--- src/rtl/riscv_pkg.sv ---
// riscv_pkg: shared encodings for the multicycle RV32I controller
// Holds opcodes, FSM state codes, ALUOp codes, ALUControl codes and mux select encodings.
package riscv_pkg;
    localparam logic [6:0] OP_LW  = 7'b0000011;
    localparam logic [6:0] OP_SW  = 7'b0100011;
    localparam logic [6:0] OP_R   = 7'b0110011;
    localparam logic [6:0] OP_I   = 7'b0010011;
    localparam logic [6:0] OP_JAL = 7'b1101111;
    localparam logic [6:0] OP_BEQ = 7'b1100011;

    typedef enum logic [3:0] {
        S_FETCH    = 4'd0,
        S_DECODE   = 4'd1,
        S_MEMADR   = 4'd2,
        S_MEMREAD  = 4'd3,
        S_MEMWB    = 4'd4,
        S_MEMWRITE = 4'd5,
        S_EXECR    = 4'd6,
        S_ALUWB    = 4'd7,
        S_EXECI    = 4'd8,
        S_JAL      = 4'd9,
        S_BEQ      = 4'd10
    } state_t;

    typedef enum logic [1:0] {
        ALUOP_ADD   = 2'b00,
        ALUOP_SUB   = 2'b01,
        ALUOP_FUNCT = 2'b10
    } aluop_t;

    localparam logic [2:0] ALU_ADD = 3'b000;
    localparam logic [2:0] ALU_SUB = 3'b001;
    localparam logic [2:0] ALU_AND = 3'b010;
    localparam logic [2:0] ALU_OR  = 3'b011;
    localparam logic [2:0] ALU_SLT = 3'b101;

    localparam logic [1:0] IMM_I = 2'b00;
    localparam logic [1:0] IMM_S = 2'b01;
    localparam logic [1:0] IMM_B = 2'b10;
    localparam logic [1:0] IMM_J = 2'b11;

    localparam logic [1:0] RES_ALUOUT    = 2'b00;
    localparam logic [1:0] RES_DATA      = 2'b01;
    localparam logic [1:0] RES_ALURESULT = 2'b10;

    localparam logic [1:0] SRCA_PC    = 2'b00;
    localparam logic [1:0] SRCA_OLDPC = 2'b01;
    localparam logic [1:0] SRCA_A     = 2'b10;

    localparam logic [1:0] SRCB_WD   = 2'b00;
    localparam logic [1:0] SRCB_IMM  = 2'b01;
    localparam logic [1:0] SRCB_FOUR = 2'b10;
endpackage

--- src/rtl/alu_decoder.sv ---
// alu_decoder: maps ALUOp and instruction funct fields to ALUControl
// Ports: i_alu_op (add/sub/funct), i_funct3, i_op5 (op[5]), i_funct7b5 -> o_alu_control.
module alu_decoder import riscv_pkg::*; (
    input  aluop_t     i_alu_op,
    input  logic [2:0] i_funct3,
    input  logic       i_op5,
    input  logic       i_funct7b5,
    output logic [2:0] o_alu_control
);
    logic [2:0] w_funct_ctrl;

    // funct7b5 means sub only for R-type; for I-type it is part of the immediate
    always_comb begin
        w_funct_ctrl = (i_funct3 == 3'b000) ? ((i_op5 & i_funct7b5) ? ALU_SUB : ALU_ADD) :
                       (i_funct3 == 3'b010) ? ALU_SLT :
                       (i_funct3 == 3'b110) ? ALU_OR  :
                       (i_funct3 == 3'b111) ? ALU_AND : ALU_ADD;
        o_alu_control = (i_alu_op == ALUOP_ADD) ? ALU_ADD :
                        (i_alu_op == ALUOP_SUB) ? ALU_SUB : w_funct_ctrl;
    end
endmodule

--- src/rtl/mc_controller.sv ---
// mc_controller: Moore control FSM sequencing a multicycle RV32I datapath
// Inputs: clk, reset (async, active-high), op/funct3/funct7b5 from IR, Zero from ALU.
// Outputs: ImmSrc, ALUSrcA, ALUSrcB, ResultSrc, AdrSrc, ALUControl selects; IRWrite,
// PCWrite, RegWrite, MemWrite enables; InstrDone pulse; State for debug.
module mc_controller import riscv_pkg::*; (
    input  logic       clk,
    input  logic       reset,
    input  logic [6:0] op,
    input  logic [2:0] funct3,
    input  logic       funct7b5,
    input  logic       Zero,
    output logic [1:0] ImmSrc,
    output logic [1:0] ALUSrcA,
    output logic [1:0] ALUSrcB,
    output logic [1:0] ResultSrc,
    output logic       AdrSrc,
    output logic [2:0] ALUControl,
    output logic       IRWrite,
    output logic       PCWrite,
    output logic       RegWrite,
    output logic       MemWrite,
    output logic       InstrDone,
    output logic [3:0] State
);
    state_t r_state;
    state_t w_next;
    aluop_t w_alu_op;
    logic   w_pc_update;
    logic   w_branch;
    logic   w_ir_write;
    logic   w_reg_write;
    logic   w_mem_write;
    logic   w_done;
    logic   w_legal;

    always_ff @(posedge clk or posedge reset) begin
        if (reset) r_state <= S_FETCH;
        else       r_state <= w_next;
    end

    assign w_legal = (op == OP_LW) | (op == OP_SW) | (op == OP_R) |
                     (op == OP_I) | (op == OP_JAL) | (op == OP_BEQ);

    always_comb begin
        w_next      = S_FETCH;
        w_alu_op    = ALUOP_ADD;
        ALUSrcA     = SRCA_PC;
        ALUSrcB     = SRCB_WD;
        ResultSrc   = RES_ALUOUT;
        AdrSrc      = 1'b0;
        w_pc_update = 1'b0;
        w_branch    = 1'b0;
        w_ir_write  = 1'b0;
        w_reg_write = 1'b0;
        w_mem_write = 1'b0;
        w_done      = 1'b0;
        case (r_state)
            S_FETCH: begin
                w_next      = S_DECODE;
                ALUSrcB     = SRCB_FOUR;
                ResultSrc   = RES_ALURESULT;
                w_ir_write  = 1'b1;
                w_pc_update = 1'b1;
            end
            S_DECODE: begin
                w_next  = (op == OP_LW || op == OP_SW) ? S_MEMADR :
                          (op == OP_R)   ? S_EXECR :
                          (op == OP_I)   ? S_EXECI :
                          (op == OP_JAL) ? S_JAL   :
                          (op == OP_BEQ) ? S_BEQ   : S_FETCH;
                ALUSrcA = SRCA_OLDPC;
                ALUSrcB = SRCB_IMM;
                // illegal opcodes retire here as no-ops; PC already advanced in FETCH
                w_done  = ~w_legal;
            end
            S_MEMADR: begin
                w_next  = (op == OP_LW) ? S_MEMREAD : S_MEMWRITE;
                ALUSrcA = SRCA_A;
                ALUSrcB = SRCB_IMM;
            end
            S_MEMREAD: begin
                w_next = S_MEMWB;
                AdrSrc = 1'b1;
            end
            S_MEMWB: begin
                ResultSrc   = RES_DATA;
                w_reg_write = 1'b1;
                w_done      = 1'b1;
            end
            S_MEMWRITE: begin
                AdrSrc      = 1'b1;
                w_mem_write = 1'b1;
                w_done      = 1'b1;
            end
            S_EXECR: begin
                w_next   = S_ALUWB;
                ALUSrcA  = SRCA_A;
                w_alu_op = ALUOP_FUNCT;
            end
            S_EXECI: begin
                w_next   = S_ALUWB;
                ALUSrcA  = SRCA_A;
                ALUSrcB  = SRCB_IMM;
                w_alu_op = ALUOP_FUNCT;
            end
            S_ALUWB: begin
                w_reg_write = 1'b1;
                w_done      = 1'b1;
            end
            S_JAL: begin
                w_next      = S_ALUWB;
                ALUSrcA     = SRCA_OLDPC;
                ALUSrcB     = SRCB_FOUR;
                w_pc_update = 1'b1;
            end
            S_BEQ: begin
                ALUSrcA  = SRCA_A;
                w_alu_op = ALUOP_SUB;
                w_branch = 1'b1;
                w_done   = 1'b1;
            end
            default: ;
        endcase
    end

    alu_decoder u_alu_decoder (
        .i_alu_op      (w_alu_op),
        .i_funct3      (funct3),
        .i_op5         (op[5]),
        .i_funct7b5    (funct7b5),
        .o_alu_control (ALUControl)
    );

    assign ImmSrc = (op == OP_SW)  ? IMM_S :
                    (op == OP_BEQ) ? IMM_B :
                    (op == OP_JAL) ? IMM_J : IMM_I;

    // enables are gated by reset so nothing is written while State already reads FETCH
    assign IRWrite   = w_ir_write & ~reset;
    assign PCWrite   = (w_pc_update | (w_branch & Zero)) & ~reset;
    assign RegWrite  = w_reg_write & ~reset;
    assign MemWrite  = w_mem_write & ~reset;
    assign InstrDone = w_done & ~reset;
    assign State     = r_state;
endmodule

--- config.mk ---
export PLATFORM = sky130hd
export DESIGN_NAME = mc_controller
export DESIGN_NICKNAME = d
export VERILOG_FILES = /design/src/rtl/riscv_pkg.sv /design/src/rtl/alu_decoder.sv /design/src/rtl/mc_controller.sv
export SDC_FILE = /design/constraint.sdc
export NUM_CORES = 1
export LEC_CHECK = 0
export ABC_AREA = 1
export CAP_MARGIN = 20
export CORE_AREA = 2 2 39 41
export DETAILED_ROUTE_END_ITERATION = 7
export DIE_AREA = 0 0 41 43
export DONT_BUFFER_PORTS = 1
export GPL_TIMING_DRIVEN = 0
export HOLD_SLACK_MARGIN = 0.02
export PLACE_DENSITY_LB_ADDON = 0.08
export SLEW_MARGIN = 20
export SYNTH_ARGS = -nofsm -noshare
export SYNTH_HDL_FRONTEND = slang
export SYNTH_SLANG_ARGS = --single-unit
--- constraint.sdc ---
create_clock -name clk -period 1.4 [get_ports clk]
set_input_delay 0.28 -clock clk [delete_from_list [all_inputs] [get_ports clk]]
set_output_delay 0.28 -clock clk [all_outputs]
set_load 0.02 [all_outputs]
* Word-level counts from Yosys, hierarchy flattened
Cells that the tools add are included.
** Operators by class
- Reductions and logical operators :: 13
- Mux-type cells :: 28
- Equality and inequality tests :: 20
- Bitwise logic cells :: 15
** Operators with widths (count)
- 2-to-1 mux 4 bit :: 5
- case mux 4 bit (5 select lines) :: 1
- 2-to-1 mux 3 bit :: 6
- == test 4 x 3 -> 1 bit, second input constant :: 4
- case mux 2 bit (2 select lines) :: 4
- == test 7 x 6 -> 1 bit, second input constant :: 2
- == test 7 bit, second input constant :: 2
- == test 4 bit, second input constant :: 3
- OR reduction 2 bit :: 5
- == test 4 x 2 -> 1 bit, second input constant :: 2
- 2-to-1 mux 2 bit :: 4
- OR reduction 4 bit :: 2
- bitwise AND 1 bit :: 7
- == test 7 x 2 -> 1 bit, second input constant :: 1
- == test 7 x 5 -> 1 bit, second input constant :: 1
- 2-to-1 mux 1 bit :: 7
- == test 3 bit, second input constant :: 2
- OR 1 bit :: 6
- OR reduction 3 bit :: 2
- == test 4 x 1 -> 1 bit, second input constant :: 1
- logical NOT 4 bit :: 1
- == test 3 x 2 -> 1 bit, second input constant :: 1
- logical NOT 3 bit :: 1
- == test 2 x 1 -> 1 bit, second input constant :: 1
- other kinds (4) :: 5
** Storage, ports and cells
- Input bits :: 14
- Word-level logic and storage cells :: 77
- Register bits :: 4
- Output and inout port bits :: 21

* Depth between registers and ports, before layout
- Word-level depth :: 9
- Depth in mapped cells :: 8
- Depth with buffers taken out :: 8

* Hierarchy
From an unflattened synthesis, not the netlist that was laid out.
** Unflattened totals
- Cell total of the unflattened synthesis :: 104
- Area total of the unflattened synthesis :: 541.8 µm²
** By module, submodules not included
- mc_controller :: cells an instance 91, times used 1, seq. area each 100.1 µm², area an instance 489.2 µm²
- alu_decoder :: cells an instance 13, times used 1, seq. area each 0.0 µm², area an instance 52.6 µm²

* Worst setup path after synthesis
OpenSTA, ideal clock, no wires.
- Path kind :: register -> output
- From :: reg r_state[1] (netlist: State[1])
- To :: out PCWrite
- Data required time :: 1120 ps
- Path buffers :: 0
- Path slack :: -369 ps
- Stages on the path, launching flop included :: 8
- Data arrival time :: 1489 ps
- Path through :: dfrtp_1 nor2_2 inv_2 nor2_4 inv_2 o21ai_2 a21oi_2 nor2_1
** On the way
- Cells in the longest elaborated chain, start to end :: 5
- Elaborated cells between the ends (all ways) :: 9
- Those cells by class :: 2 x eq/ne; 2 x mux; 3 x bitwise; 2 x reduce/logical
** RTL lines
- start: declaration :: RTL line mc_controller.sv:25 : state_t r_state;
- start signal: assignment :: RTL line mc_controller.sv:38 : else r_state <= w_next;
- == test 4 bit or logical NOT 4 bit (tied branches) :: RTL line mc_controller.sv:57 : case (r_state)
- OR reduction 2 bit (no line) or 2-to-1 mux 1 bit (tied branches)
- 2-to-1 mux 1 bit or bitwise AND 1 bit (tied branches) :: RTL line mc_controller.sv:57, mc_controller.sv:140
- OR 1 bit * :: RTL line mc_controller.sv:140 : assign PCWrite = (w_pc_update | (w_branch & Zero)) & ~reset;
- bitwise AND 1 bit * :: RTL line mc_controller.sv:140
- end: declaration :: RTL line mc_controller.sv:19 : output logic PCWrite,
Every way passes the cells marked *; elsewhere a longest branch is shown, timed or not.

* Worst setup path in the final report
- From :: reg r_state[3] (netlist: State[3])
- To :: out PCWrite
The elaborated chain is that of the path after synthesis.

==> metrics <==
FFs w/ async S/R, synth 1.00; Crit path required time about 1.1 ns; synth top area cells dfrtp_1 18%, nand2_1 14%, nor2_1 11%; Max-cap violations 0; CP Data Arrival Time 1.57 ns; Finish-stage setup viols 18; antenna violations before repair 0; Core Rows 14; post-layout net count 127; setup TNS -4.74 ns; detailed-route wire length per cell 14.6 um; Placer Congestion 0.726; Fillers 99; CTS Buf Count 3; Vias/cell 5.26; Total Wirelength ~1.9 mm; fmax 539 MHz; Post-synth top cells 20 x nand2_1, 16 x nor2_1, 13 x inv_1; drt first pass iters 4; RSZ-0062 raised after global routing yes; vias in the first global route 645; post-synthesis cell count 90; core area around 1400 sq um; Worst-path clk slew 0.04 ns; leading area contributor after synthesis dfrtp_1; later-pin clock latency in the skew report 0.23 ns; Place WS -0.244 ns; TritonCTS clock tree yes; Initial Util 0.395; Die ar. 1760 sq um; antenna-violating nets left 0; delay-heaviest family, CP simple AND/OR/NAND/NOR gates; drt drc 0; Final Cycle Share 1.32; crit-path max cell delay 0.45 ns; Worst setup SP type register; maximum vdd drop about 0.75 mV; pin count of the biggest net entering global routing 7; Reg-to-Reg End State[0]$_DFF_PP0_; Critical Path Sink Type output port; Mapped Area 547 sq um; CP Launch Point State[3]$_DFF_PP0_; Buf/Inv on CP 3; Final Hold Vio Count 0; synth unique cells 22; worst hold path type primary input to register; post-DP HPWL 1.09 mm; top-count cell post-synth nand2_1; final clock skew ~0.00041 ns; Slowest cell on crit path dfrtp_2; cells on worst reg2reg path 8; GRT Total Usage 0.237; FF-to-FF Start State[1]$_DFF_PP0_; critical path class register to output port; Least-Margin Pin Slew 0.568 ns; Max clock buf depth 2; antenna diode count 0; crit-path max FO 4; Multi-input gate area 593 sq um; Lkg Pwr 0.446 nW; H-tree depth 1; initial drt markers 14; Seq/Total Area, Yosys 0.183; Setup WS post-layout -0.455 ns; via count 668; port bufs 0; number of flip-flops in the largest register 4; Top Ports 35; Worst Min Path Start op[6]; hold path endpoint State[3]$_DFF_PP0_; Hold Path Cell Cnt 3; Slew Limit Fails 0; layout cells sized above 1 0.676; Die Wd 41 um; Slew Limit Headroom 0.617; gr ovfl total 0; Die Ht around 43 um; PwrDens 1480 nW/um^2; met1 wire length 639 um; clock sinks 4; Highest Signal Layer met4; CP most frequent cell nor2_4; CTS Root Cell clkbuf_4; YS warnings 0; Synth Flop Type dfrtp_1; Seq. cell area 105 sq um; Syn Nets 104; Worst R2R Setup Slack -0.14 ns; synthesized flop and latch total 4; fin crit period between 1.5 and 2 ns; Synth top area share 0.183; met2 WL 1.11 mm; Post-synth EDFFs 0; CP cell instances inv_2 > nor2_4 > inv_2 > nor2_4 > buf_4 > a21oi_2 > nor2_4; failing checks setup timing; area delta synth->final 80.8%; status finished, violations left; Avg Inst Size Synth 6.08 sq um; met3 wire len 92 um; first-pass GRT wire length 2.81 mm
-- layout make-up --
| type | count | area share |
|---|---|---|
| Clock buffer | 3 | 0.0228 |
| Multi-Input combinational cell | 67 | 0.600 |
| Timing Repair Buffer | 18 | 0.166 |
| Tap cell | 16 | 0.0203 |
| Inverter | 19 | 0.0848 |
| Sequential cell | 4 | 0.106 |
-- logic make-up (layout without fill, tap and decap cells) --
logic type	count (synthesis)	in the layout	synth area share
flip-flops	4	4	0.183
AND/OR/NAND/NOR	57	57	0.529
AO/OA/AOI/OAI	10	10	0.156
buffers and inverters	19	40	0.133
-- timing repair --
item | in CTS | in global routing
gates resized for setup | 36 | 15
pin swaps | 17 | 9
buffers inserted | 13 | 4
hold endpoints to repair | 4 | 0
endpoints found under the setup margin | 15 | 18
hold buffers | 1 | 0
-- metrics by stage --
stage | util | instances | cell area [sq um] | total power (W) | hold slack (ns)
2_1_floorplan | - | 90 | 614 | 0.000721 | 0.0461
3_3_place_gp | 0.458 | 106 | 634 | 0.000791 | 0.0672
3_5_place_dp | 0.458 | 106 | 634 | 0.000793 | 0.0659
4_1_cts | 0.646 | 123 | 893 | 0.00133 | 0.241
5_1_grt | 0.714 | 127 | 988 | 0.00155 | 0.270
6_report | 0.714 | 127 | 988 | 0.00146 | 0.255
-- routing by layer --
metal,vias to the layer above,global-route usage
met3,2,0.0419
met2,27,0.403
met4,0,0.100
li1,331,-
met1,308,0.270
met5,-,0
-- worst max path at each step --
stage | slack, ns | to | depth (start not counted)
after floorplan | -0.15 | ALUControl[0] | 5
after global placement | -0.25 | ALUControl[0] | 6
after detailed placement | -0.24 | ALUControl[0] | 6
after CTS | -0.45 | ALUControl[2] | 5
after global routing | -0.53 | PCWrite | 7
final | -0.45 | PCWrite | 7
-- tightest hold or removal path, delay by kind of cell --
kind,cells,cell delay (ns)
compound gates,1,0.08
simple gates,2,0.09
-- cell usage in the layout (no fill, tap or decap), drive strengths merged, types with 2 or more instances in the layout --
master	instances
nand4	2
a31oi	2
nand2	23
o211ai	2
buf	17
dfrtp	4
o21ai	2
clkbuf	3
a21oi	2
nand3	5
nor2	23
inv	18
nor3	2
-- power breakdown --
part	internal [W]	switching [W]	leakage, nW
Combinational	0.000457	0.000646	0.385
Clock	0.0000960	0.0000483	0.0138
Sequential	0.000141	0.0000730	0.0475
Total	0.000694	0.000767	0.446
(Power assumes the default switching activity.)
